## config.mk

```make
export PLATFORM = sky130hd
export DESIGN_NAME = ibex_register_file_mp
export DESIGN_NICKNAME = d
export VERILOG_FILES = /design/src/rtl/ibex_register_file_mp.sv
export SDC_FILE = /design/constraint.sdc
export NUM_CORES = 2
export LEC_CHECK = 0
export BUFFER_PORTS_ARGS = -buffer_cell sky130_fd_sc_hd__buf_2
export CAP_MARGIN = 40
export CORE_MARGIN = 5
export CORE_UTILIZATION = 47
export CTS_CLUSTER_SIZE = 14
export DETAILED_ROUTE_END_ITERATION = 10
export GPL_ROUTABILITY_DRIVEN = 0
export PLACE_DENSITY_LB_ADDON = 0.1
export SETUP_SLACK_MARGIN = 0.05
export SYNTH_ARGS = -nofsm -noshare
export SYNTH_HDL_FRONTEND = slang
export SYNTH_SLANG_ARGS = --single-unit
```

## constraint.sdc

```tcl
create_clock -name clk_i -period 6.91 [get_ports clk_i]
set_input_delay 0 -clock clk_i [delete_from_list [all_inputs] [get_ports clk_i]]
set_output_delay 0 -clock clk_i [all_outputs]
set_load 0.01 [all_outputs]
```

## src/rtl/ibex_register_file_mp.sv

```systemverilog
// Multi-ported register file with pending tracking and a clear sweep.
// R0 is hardwired; the highest-numbered write port wins collisions.
module ibex_register_file_mp #(
  parameter int unsigned          DataWidth   = 32,
  parameter int unsigned          NumRegs     = 32,
  parameter int unsigned          NumRead     = 2,
  parameter int unsigned          NumWrite    = 2,
  parameter bit                   WriteBypass = 1'b1,
  parameter logic [DataWidth-1:0] WordZeroVal = '0,
  parameter int unsigned          AddrWidth   = $clog2(NumRegs)
) (
  input  logic                          clk_i,
  input  logic                          rst_i,
  input  logic [NumRead*AddrWidth-1:0]  raddr_i,
  output logic [NumRead*DataWidth-1:0]  rdata_o,
  output logic [NumRead-1:0]            rpend_o,
  input  logic [NumWrite*AddrWidth-1:0] waddr_i,
  input  logic [NumWrite*DataWidth-1:0] wdata_i,
  input  logic [NumWrite-1:0]           we_i,
  input  logic                          alloc_i,
  input  logic [AddrWidth-1:0]          alloc_addr_i,
  input  logic                          clear_req_i,
  output logic                          busy_o,
  output logic                          clear_done_o,
  output logic                          wcoll_o
);

  typedef enum logic [1:0] {
    S_IDLE,
    S_CLEAR,
    S_DONE
  } state_e;

  state_e               state_q;
  logic [AddrWidth-1:0] ptr_q;
  logic                 busy_q;
  logic                 done_q;

  logic [DataWidth-1:0] mem_q [NumRegs-1:1];
  logic [NumRegs-1:1]   pend_q;

  logic [NumWrite-1:0]  we_eff;
  logic                 alloc_eff;
  logic                 sweep;
  logic [NumRegs-1:1]   wr_en;
  logic [NumRegs-1:1]   pend_set;
  logic [DataWidth-1:0] wr_dat [NumRegs-1:1];

  assign busy_o       = busy_q;
  assign clear_done_o = done_q;
  assign sweep        = (state_q == S_CLEAR);
  assign alloc_eff    = alloc_i & ~busy_q & (alloc_addr_i != '0);

  // Writes are dropped during the sweep and R0 writes never land.
  always_comb begin
    we_eff = '0;
    for (int w = 0; w < NumWrite; w++) begin
      we_eff[w] = we_i[w] & ~busy_q &
                  (waddr_i[w*AddrWidth +: AddrWidth] != '0);
    end
  end

  // Collision flag only exists with two write ports.
  if (NumWrite > 1) begin : g_coll
    assign wcoll_o = we_eff[0] & we_eff[1] &
      (waddr_i[0 +: AddrWidth] ==
       waddr_i[AddrWidth +: AddrWidth]);
  end else begin : g_nocoll
    assign wcoll_o = 1'b0;
  end

  // Per-register write select; later ports override, sweep wins.
  always_comb begin
    wr_en    = '0;
    pend_set = '0;
    for (int i = 1; i < NumRegs; i++) begin
      wr_dat[i] = WordZeroVal;
      for (int w = 0; w < NumWrite; w++) begin
        if (we_eff[w] &&
            waddr_i[w*AddrWidth +: AddrWidth] == AddrWidth'(i)) begin
          wr_en[i]  = 1'b1;
          wr_dat[i] = wdata_i[w*DataWidth +: DataWidth];
        end
      end
      if (sweep && ptr_q == AddrWidth'(i)) begin
        wr_en[i]  = 1'b1;
        wr_dat[i] = WordZeroVal;
      end
      pend_set[i] = alloc_eff && (alloc_addr_i == AddrWidth'(i));
    end
  end

  // Combinational reads with optional forwarding of this cycle's write.
  always_comb begin
    rdata_o = '0;
    rpend_o = '0;
    for (int p = 0; p < NumRead; p++) begin
      if (raddr_i[p*AddrWidth +: AddrWidth] == '0) begin
        rdata_o[p*DataWidth +: DataWidth] = WordZeroVal;
        rpend_o[p] = 1'b0;
      end else begin
        rdata_o[p*DataWidth +: DataWidth] =
          mem_q[raddr_i[p*AddrWidth +: AddrWidth]];
        rpend_o[p] = pend_q[raddr_i[p*AddrWidth +: AddrWidth]];
      end
      if (WriteBypass) begin
        for (int w = 0; w < NumWrite; w++) begin
          if (we_eff[w] &&
              waddr_i[w*AddrWidth +: AddrWidth] ==
              raddr_i[p*AddrWidth +: AddrWidth]) begin
            rdata_o[p*DataWidth +: DataWidth] =
              wdata_i[w*DataWidth +: DataWidth];
            rpend_o[p] = 1'b0;
          end
        end
      end
    end
  end

  // Register storage; alloc beats a same-cycle write on pending.
  always_ff @(posedge clk_i) begin
    if (rst_i) begin
      for (int i = 1; i < NumRegs; i++) begin
        mem_q[i] <= WordZeroVal;
      end
      pend_q <= '0;
    end else begin
      for (int i = 1; i < NumRegs; i++) begin
        if (wr_en[i]) mem_q[i] <= wr_dat[i];
        if (pend_set[i]) pend_q[i] <= 1'b1;
        else if (wr_en[i]) pend_q[i] <= 1'b0;
      end
    end
  end

  // Clear sweep sequencer with registered busy/done flags.
  always_ff @(posedge clk_i) begin
    if (rst_i) begin
      state_q <= S_IDLE;
      ptr_q   <= '0;
      busy_q  <= 1'b0;
      done_q  <= 1'b0;
    end else begin
      unique case (state_q)
        S_IDLE: begin
          if (clear_req_i) begin
            state_q <= S_CLEAR;
            ptr_q   <= AddrWidth'(1);
            busy_q  <= 1'b1;
          end
        end
        S_CLEAR: begin
          if (ptr_q == AddrWidth'(NumRegs - 1)) begin
            state_q <= S_DONE;
            done_q  <= 1'b1;
          end else begin
            ptr_q <= ptr_q + AddrWidth'(1);
          end
        end
        S_DONE: begin
          state_q <= S_IDLE;
          busy_q  <= 1'b0;
          done_q  <= 1'b0;
        end
        default: begin
          state_q <= S_IDLE;
          busy_q  <= 1'b0;
          done_q  <= 1'b0;
        end
      endcase
    end
  end

endmodule
```

==> summary.md <==
| Metric | Value |
|---|---|
| Status | `finished clean` |
| R2r startpoint | `busy_o` |
| Drc violations | `0` |
| Total CTS buffers | `120` |
| Worst Hold Depth | `6` |
| Yosys reg bits | `1032` |
| YS warnings | `0` |
| Worst reg2reg path depth | `7` |
| Vias | `60900` |
| Clk_lat worst skew | `0.79 ns` |
| PortBufs | `163` |
| Lkg Pwr | `24.7 nW` |
| Vias in the first global route | `56900` |
| Max_slew headroom | `0.289` |
| Die Wd | `382 um` |
| Asr flop ratio synth | `0` |
| Die H | `382 um` |
| Power per cell area | `221 nW/um^2` |
| MaxCap Viol Count | `0` |
| Final period utilization | `0.650` |
| Max Clock Skew | `0.0294 ns` |
| DR iter-0 viols | `11800` |
| Ys flop type | `edfxtp_1` |
| Register area share after synthesis | `0.469` |
| Overall routing resource usage | `0.423` |
| Routed WL | `319000 um` |
| Post-synth cell types | `70` |
| HP Start | `we_i[1]` |
| Placed insts | `7950` |
| CP Capture Type | `primary output` |
| Clk buf depth | `3` |
| Maximum VDD drop | `0.233 mV` |
| Number of H-tree levels | `3` |
| Initial Utilization | `0.474` |
| Worst Path Arrival | `4.49 ns` |
| DR WL/cell | `38.4 um` |
| Fin. Hold Viols | `0` |
| Max-slew violations | `0` |
| Worst Tran Pin Value | `1.04 ns` |
| Critical Setup Path Class | `reg -> out` |
| RSZ-0062 raised after global routing | `false` |
| HPWL after detailed placement | `197000 um` |
| Setup TNS Final | `0 ns` |
| Endpoints failing setup | `0` |
| Share of layout cells above drive strength 1 | `0.178` |
| CTS Sinks | `1032` |
| Critical Path Source Type | `flip-flop` |
| WP data required | `6.91 ns` |
| Die ar. | `146000 um^2` |
| First-pass GRT wire length | `441000 um` |
| Syn_area_per_cell | `9.91 um^2` |
| Mapped cell area | `65200 um^2` |
| Non-filler instance count after layout | `8290` |
| Syn Nets | `6682` |
| Std cell rows | `136` |
| Maximum clock rate | `0.223 GHz` |
| Hold crit path type | `in -> reg` |
| Final ANT Viol Nets | `0` |
| Placed Area | `68500 um^2` |
| CTS root buf | `clkbuf_16` |
| Nets@finish | `6487` |
| Clock edge transition at the registers on the reported setup and hold paths | `0.06 ns` |
| Layout Area Growth over Synthesis | `12.8%` |
| Reg-to-reg setup timing slack | `3.12 ns` |
| Synth Instances | `6581` |
| Via-per-instance ratio | `7.35` |
| Worst reg2reg endpoint | `mem_q[21][29]` |
| Post-route minimum period | `4.49 ns` |
| I/O pins | `164` |
| Number of antenna violations at the first check in global routing | `14` |
| Total grt overflow | `0` |
| Pin count of the biggest net entering global routing | `99` |
| Min Hold Slack | `0.0770 ns` |
| Core Area | `138000 um^2` |
| EDFF count, synth | `992` |
| Hold Path Sink | `pend_q[20]` |
| Clock tree from TritonCTS | `built` |
| Finished Cell Area | `73500 um^2` |
| Max FO, Critical Path | `34` |
| Drt first pass iters | `8` |
| FILL cells | `11900` |
## synth_stat cells (all sizes together), types with 32 or more instances
master / instances / area (um^2)
nand2: 1568 / 5890
a21oi: 1083 / 5420
edfxtp: 992 / 29800
clkbuf: 537 / 2030
nand3: 479 / 2400
mux4: 411 / 9260
buf: 293 / 1350
nor2: 218 / 828
mux2i: 180 / 1800
a22oi: 177 / 1330
o21ai: 86 / 430
a211oi: 77 / 593
dfxtp: 40 / 801
o22ai: 35 / 219
inv: 33 / 124
a31oi: 32 / 200
nand4: 32 / 200
nor2b: 32 / 200
## worst max-delay path: stages, from the launching register on
cell and delay (ns):
dfxtp_1 0.45, and2b_1 0.40, o41ai_4 0.16, nor4_4 0.30
buf_4 0.49, or3_1 0.73, buf_4 0.41, a41oi_1 0.22
a221o_1 0.39, buf_2 0.15
## state kept, by name, summed over array words and instances, names as in the netlist
name          flops
mem_q           992
ptr_q             5
state_q           2
pend_q           31
busy_o            1
clear_done_o      1
## stage by stage
step | setup slack (ns) | total power, mW | utilization
final | 2.42 | 16.2 | 0.534
after global routing | 2.50 | 16.5 | 0.534
after floorplan | 3.83 | 8.59 | -
after detailed placement | 2.99 | 9.63 | 0.498
after global placement | 2.96 | 9.53 | 0.485
after CTS | 2.67 | 16.1 | 0.534
## layer usage
metal / vias up / wire, um / track usage
met1: 29500 / 107000 / 0.544
met2: 6268 / 132000 / 0.606
met3: 1267 / 52400 / 0.154
met4: 12 / 27200 / 0.269
met5: - / 238 / 0.00926
li1: 23900 / - / -
## final cells by class
class | count | area (um^2) | area share
antenna | 8 | 20.0 | 0.000272
clock buffer | 144 | 3140 | 0.0427
clock inverter | 80 | 743 | 0.0101
inverter | 33 | 124 | 0.00168
multi-input combinational | 4686 | 31700 | 0.431
sequential | 1032 | 30600 | 0.416
tap | 1794 | 2240 | 0.0305
timing repair buffer | 513 | 4990 | 0.0679
## logic make-up after synthesis
kind of cell | Yosys count | share of synthesized area
AO/OA/AOI/OAI | 1603 | 0.141
XOR/XNOR | 27 | 0.00363
adder cells (fa/ha/maj) | 6 | 0.00115
buffers and inverters | 863 | 0.0537
flip-flops | 1032 | 0.469
multiplexers | 621 | 0.175
AND/OR/NAND/NOR | 2429 | 0.156
## layout by cell type (no fill, tap or decap), drive strengths merged, types with 9 or more instances in the layout
cell         count
a221o           17
a21oi         1083
mux2i          180
xnor2           19
dfxtp           40
nand4           32
o21ai           86
o211ai          30
clkbuf         146
buf            406
o22ai           35
and3            23
a221oi          31
mux2            30
edfxtp         992
nand2b          17
nand3          479
inv             37
bufinv          12
nand3b          10
clkinv          60
or3              9
a211oi          77
mux4           411
nor2           218
a22oi          177
nor3            13
nor2b           32
nand2         1568
dlygate4sd3    105
a31oi           32
## worst max path at each step
stage	startpoint	end	slack [ns]	cells after the start
6_report	busy_o	rdata_o[51]	2.42	9
5_1_grt	busy_o	rdata_o[51]	2.50	9
4_1_cts	busy_o	rdata_o[44]	2.67	9
3_5_place_dp	raddr_i[5]	rdata_o[47]	2.99	10
3_3_place_gp	raddr_i[5]	rdata_o[47]	2.96	10
2_1_floorplan	busy_o	mem_q[19][0]	3.83	5
## power breakdown
part	internal [mW]	leakage, nW	switching (mW)	total, mW
registers	7.10	10.7	0.139	7.23
clock network	3.67	1.90	2.86	6.53
logic	0.775	12.1	1.67	2.44
total	11.5	24.7	4.67	16.2
## repair_timing
action | in CTS | in global routing
endpoints found under the hold margin | 929 | 0
gates resized for setup | 0 | 0
hold buffers | 105 | 0
buffers inserted | 0 | 0
Power figures use the tool's default switching activity.
